[src/rtl/sdram_aref.sv]
// Periodic SDRAM auto-refresh generator: requests a slot every REF_PERIOD clocks, then issues PRE/AREF.
// Define SDRAM_AREF_PRE_EN to precede each AREF with a precharge-all and tRP wait.
module sdram_aref #(
  parameter int unsigned REF_PERIOD = 780,
  parameter int unsigned T_RP       = 2,
  parameter int unsigned T_RFC      = 7
) (
  input  logic        sclk,
  input  logic        s_rst_n,
  input  logic        flag_init_end,
  input  logic        aref_en,
  output logic        aref_req,
  output logic        flag_aref_end,
  output logic [3:0]  aref_cmd,
  output logic [12:0] aref_addr,
  output logic        req_miss
);

  localparam logic [3:0]  CMD_NOP  = 4'b0111;
  localparam logic [3:0]  CMD_PRE  = 4'b0010;
  localparam logic [3:0]  CMD_AREF = 4'b0001;
  localparam logic [15:0] CNT_LAST = 16'(REF_PERIOD - 1);
  // Last delay-counter value of each wait state (wait lasts T-1 cycles)
  localparam logic [3:0]  RP_LAST  = 4'((T_RP > 1) ? T_RP - 2 : 0);
  localparam logic [3:0]  RFC_LAST = 4'((T_RFC > 1) ? T_RFC - 2 : 0);

  typedef enum logic [2:0] {
    S_IDLE, S_PRE, S_WAIT_RP, S_AREF, S_WAIT_RFC, S_DONE
  } state_t;

  state_t      state_q, state_d;
  logic [15:0] cnt_q, cnt_d;
  logic [3:0]  dly_q, dly_d;
  logic [3:0]  cmd_q, cmd_d;
  logic        req_q, req_d;
  logic        miss_q, miss_d;
  logic        end_q, end_d;
  logic        tick;
  logic        accept;

  assign tick   = flag_init_end && (cnt_q == CNT_LAST);
  assign accept = (state_q == S_IDLE) && req_q && aref_en && flag_init_end;

  // A tick on the acceptance edge raises a fresh request rather than a miss
  always_comb begin
    cnt_d  = 16'd0;
    if (flag_init_end && !tick) cnt_d = cnt_q + 16'd1;
    req_d  = tick | (req_q & ~accept);
    miss_d = miss_q | (tick & req_q & ~accept);
  end

  always_comb begin
    state_d = state_q;
    case (state_q)
      S_IDLE: begin
        if (accept) begin
`ifdef SDRAM_AREF_PRE_EN
          state_d = S_PRE;
`else
          state_d = S_AREF;
`endif
        end
      end
      S_PRE:      state_d = (T_RP > 1) ? S_WAIT_RP : S_AREF;
      S_WAIT_RP:  if (dly_q == RP_LAST) state_d = S_AREF;
      S_AREF:     state_d = (T_RFC > 1) ? S_WAIT_RFC : S_DONE;
      S_WAIT_RFC: if (dly_q == RFC_LAST) state_d = S_DONE;
      S_DONE:     state_d = S_IDLE;
      default:    state_d = S_IDLE;
    endcase

    dly_d = (state_d != state_q) ? 4'd0 : dly_q + 4'd1;

    // Outputs are registered from the next state so they align with it
    cmd_d = CMD_NOP;
    if (state_d == S_PRE)       cmd_d = CMD_PRE;
    else if (state_d == S_AREF) cmd_d = CMD_AREF;
    end_d = (state_d == S_DONE);
  end

  always_ff @(posedge sclk or negedge s_rst_n) begin
    if (!s_rst_n) begin
      state_q <= S_IDLE;
      cnt_q   <= 16'd0;
      dly_q   <= 4'd0;
      cmd_q   <= CMD_NOP;
      req_q   <= 1'b0;
      miss_q  <= 1'b0;
      end_q   <= 1'b0;
    end else begin
      state_q <= state_d;
      cnt_q   <= cnt_d;
      dly_q   <= dly_d;
      cmd_q   <= cmd_d;
      req_q   <= req_d;
      miss_q  <= miss_d;
      end_q   <= end_d;
    end
  end

  assign aref_req      = req_q;
  assign req_miss      = miss_q;
  assign flag_aref_end = end_q;
  assign aref_cmd      = cmd_q;
  assign aref_addr     = 13'b0_0100_0000_0000;

endmodule

[config.mk]
export PLATFORM = sky130hd
export DESIGN_NAME = sdram_aref
export DESIGN_NICKNAME = d
export VERILOG_FILES = /design/src/rtl/sdram_aref.sv
export SDC_FILE = /design/constraint.sdc
export NUM_CORES = 1
export LEC_CHECK = 0
export ABC_CLOCK_PERIOD_IN_PS = 2200
export BUFFER_PORTS_ARGS = -buffer_cell sky130_fd_sc_hd__clkbuf_2
export CORE_MARGIN = 5
export CORE_UTILIZATION = 35
export CTS_BUF_LIST = sky130_fd_sc_hd__clkbuf_16
export DETAILED_ROUTE_END_ITERATION = 8
export SETUP_SLACK_MARGIN = 0.5
export SYNTH_ARGS = -nofsm -noshare
export SYNTH_HDL_FRONTEND = slang
export SYNTH_SLANG_ARGS = --single-unit
[constraint.sdc]
create_clock -name sclk -period 2.2 [get_ports sclk]
set_input_delay 0.44 -clock sclk [delete_from_list [all_inputs] [get_ports sclk]]
set_output_delay 0.44 -clock sclk [all_outputs]
set_load 0.02 [all_outputs]
; ---- After elaboration in Yosys (flattened, before gate mapping)
; Cells that the tools add are included.
[classes]
n_reduce_logical = 8
add_sub_neg = 2
mux = 8
n_eq_ne = 10
n_bitwise = 6
[ops]
columns = cell, count
row1 = "adder 16 x 1 -> 16 bit, second input constant", 1
row2 = "equality test 16 x 10 -> 1 bit, second input constant", 1
row3 = two-way mux 16 bit, 1
row4 = two-way mux 3 bit, 5
row5 = one-hot mux 3 bit (5 select lines), 1
row6 = "equality test 3 x 2 -> 1 bit, second input constant", 3
row7 = "equality test 3 x 1 -> 1 bit, second input constant", 2
row8 = "equality test 3 bit, second input constant", 2
row9 = logical AND 1 bit, 5
row10 = "adder 4 x 1 -> 4 bit, second input constant", 1
row11 = "equality test 4 x 3 -> 1 bit, second input constant", 1
row12 = logical NOT 4 bit, 1
row13 = two-way mux 4 bit, 1
row14 = bitwise AND 1 bit, 3
row15 = logical NOT 3 bit, 1
row16 = inequality test 3 bit, 1
row17 = OR 1 bit, 2
row18 = logical NOT 1 bit, 1
row19 = NOT 1 bit, 1
[word_totals]
reg_bits = 30
input_bits = 4

; ---- Logic depth before layout (Yosys ltp)
[depth]
depth_word = 9
ltp_mapped = 6

; ---- Worst setup path before layout
; No wires, ideal clock.
[synth_timing]
path_type = reg-to-reg
start = register cnt_q[0]
end = register cnt_q[10]
synth_period_minus_slack_ps = 1474
t_required_ps = 2079
stages_incl_launch_ff = 7
setup_ps = 121
arrival_time_ps = 1353
slack_ps = 726
path_cell_list = dfrtp_1 ha_1 and4_2 nand4_1 nand2_1 buf_2 nor2_1
[synth_between]
elab_chain_len = 5
elab_cells_between_ends = 6
[synth_lines]
columns = element, line_no
row1 = start: declaration, 32  ; logic [15:0] cnt_q, cnt_d;
row2 = start signal: assignment, 92  ; cnt_q <= cnt_d;
row3 = "parallel branches: the longest is 4 deep, another holds adder 16 x 1 -> 16 bit", -
row4 = two-way mux 16 bit *, 47  ; if (flag_init_end && !tick) cnt_d = cnt_q + 16'd1;
row5 = via cnt_d[10], 32
; Mark *: on every way through the listed nets, which the timed path passes.

; ---- Worst setup path in the final report
[layout_timing]
start = register cnt_q[0]
end = register cnt_q[14]
; The elaborated chain is that of the path after synthesis.

==> impl_results.md <==
- Critical Path Max Stage Delay: ~400 ps
- Clk sink count: 29
- Total power per unit cell area: 1110 nW/um^2
- Chip Width: around 75 um
- Core area: 4060 sq um
- Commonest non-fill, non-tap cell in the layout: dfrtp_1
- Hold WS: 212 ps
- Drt first-iter violations: 51
- Top cell type's share of synthesized area: 0.439
- Synthesized area: 1480 sq um
- Status: completed
- DRT Wirelength: 2.78 mm
- Setup violators final: 0
- Root Buffer: clkbuf_16
- Yosys reg bits: 29
- RSZ-0062 raised after global routing: no
- Initial antenna violation count: 0
- Max-slew headroom: 0.525
- Max Cap Viol: 0
- DRT Pass-1 Iters: 4
- Starting Density: 0.365
- Die H: 75.1 um
- CP max stage cell: dfrtp_1
- Final hold violations: 0
- Clock latency on the worst-skew pair: 270 ps
- Post-detail-place hpwl: 1.94 mm
- Critical Path RT: around 2400 ps
- Fin crit period: 1600 ps
- Placement Setup Slack: 481 ps
- Setup TNS: 0 ps
- Area grow syn2layout: 15.3%
- CTS tree: yes
- Final Cycle Share: 0.727
- CP Launch Type: flip-flop
- Worst min path class: in2async
- Clock skew: 4.99 ps
- DIE AREA: about 5600 sq um
- Worst setup path start: cnt_q[0]
- Ports: 24
- Total CTS buffers: 5
- CP Data Arrival Time: 1750 ps
- Vias in the first global route: 1,025
- Worst path cell trace: ha_1 -> nand3_1 -> nor4_1 -> xnor2_1 -> nor2_1
- Worst R2R Setup Slack: 600 ps
- Synth Area per Inst: 9.88 sq um
- Fill count: 378
- Synth top area cells: dfrtp_1, buf_4, nor2_1
- DRC viols: 0
- Clock-pin slew on the worst setup and hold paths: 50 ps
- Layout Nets: 170
- Worst setup path endpoint: cnt_q[14]
- CP max FO: 5
- Fraction of layout cells with a size suffix above 1: 0.160
- Count of cell types in the netlist: 31
- Largest net degree at the start of global routing: 30
- Syn Inst Count: 150
- FF-to-FF End: cnt_q[14]
- First-pass GRT wire length: 4.62 mm
- Detail Route Antenna Nets: 0
- Synth warn: 0
- Asr flop ratio synth: 1.00
- Register area share after synthesis: 0.492
- H-tree depth: 2
- EDFF count, synth: 0
- Worst setup margin: 601 ps
- Via count: 1,036
- LEAKAGE: about 0.00077 uW
- Top FF cell, synth: dfrtp_1
- Worst Tran Pin Value: 712 ps
- IO Port Bufs: 9
- Placed Cells: 205
- WL/cell: 13.0 um
- Gr ovfl total: 0
- Worst r2r src: cnt_q[0]
- FP Rows: 23
- Peak supply drop: 0.548 mV
- Fmax achieved: around 630 MHz
- GRT Util Overall: 0.110
- R2r worst-path depth: 5
- Setup crit end kind: flip-flop
- Vias per Instance: 4.86
- Antenna cells: 0
- Clock buffer depth: 2
- Slew Viols, Final: 0
- Post-layout util: 0.421
- Commonest cells after routing, fill and taps aside: dfrtp_1, nor2_1, conb_1, nand3_1, clkbuf_2
- Layout Cells excl Fill: 213
- Leading area contributor after synthesis: dfrtp_1
- Critical path class: reg2reg
- GPL Wtd Cong: 0.825
synthesized netlist by cell type, types with 4 or more instances:
cell,n
inv_1,5
nand4_1,5
xor2_1,8
ha_1,4
nor2_1,25
nand3_1,10
dfrtp_1,26
nor4_1,5
nand2_1,7
xnor2_1,7
buf_4,15
registers in the layout (all words and copies together) (netlist names):
name / cells
aref_cmd: 3
aref_req: 1
cnt_q: 16
dly_q: 4
flag_aref_end: 1
req_miss: 1
state_q: 3
metal layers:
metal | routed length, um | global-route usage
met1 | 1200 | 0.123
met2 | 1430 | 0.189
met3 | 116 | 0.0360
met4 | 32 | 0.0534
met5 | 0 | 0
worst min path at each step:
stage          cells past startpoint  slack (ps)        to  startpoint
2_1_floorplan                      0         140  aref_req     s_rst_n
3_3_place_gp                       1         460  req_miss    req_miss
3_5_place_dp                       1         470  req_miss    req_miss
4_1_cts                            1         240  cnt_q[0]     s_rst_n
5_1_grt                            1         290  cnt_q[0]     s_rst_n
6_report                           1         210  cnt_q[5]     s_rst_n
where the power goes:
group	switching, uW	internal [uW]	total (uW)
registers	100	618	718
logic	186	118	304
clock network	236	645	882
per-stage QoR:
stage          total power (uW)  instance area [sq um]
3_5_place_dp               1030                   1520
6_report                   1900                   1710
5_1_grt                    2010                   1710
4_1_cts                    1920                   1710
3_3_place_gp               1010                   1520
2_1_floorplan               960                   1530
kinds of logic after synthesis:
family / count (synthesis) / share of synthesized area
adder cells (fa/ha/maj): 4 / 0.0338
XOR/XNOR: 15 / 0.0887
flip-flops: 29 / 0.492
AND/OR/NAND/NOR: 68 / 0.242
other: 2 / 0.00507
AO/OA/AOI/OAI: 10 / 0.0431
buffers and inverters: 22 / 0.0954
cell type report:
| cell class | instances | area [sq um] | share of cell area |
|---|---|---|---|
| Timing Repair Buffer | 9 | 45.0 | 0.0264 |
| Tap cell | 50 | 62.6 | 0.0366 |
| Sequential cell | 29 | 729 | 0.427 |
| Clock buffer | 5 | 125 | 0.0733 |
| Multi-Input combinational cell | 112 | 662 | 0.388 |
| Clock inverter | 3 | 65.1 | 0.0381 |
| Inverter | 5 | 18.8 | 0.0110 |
critical path: cells and delay by family, from the launching register on:
kind / cells / cell delay, ps
and+or+nand+nor: 3 / 650
DFF: 1 / 400
adders and majority gates: 1 / 260
xor gates and xnor gates: 1 / 170
timing repair:
| action | CTS | global route |
|---|---|---|
| setup buffers | 0 | 0 |
| resized for setup | 1 | 0 |
| hold buffers | 0 | 0 |
| endpoints found under the setup margin | 15 | 0 |
| hold endpoints to repair | 0 | 0 |
Note: power is estimated with default switching activity, not from simulation.
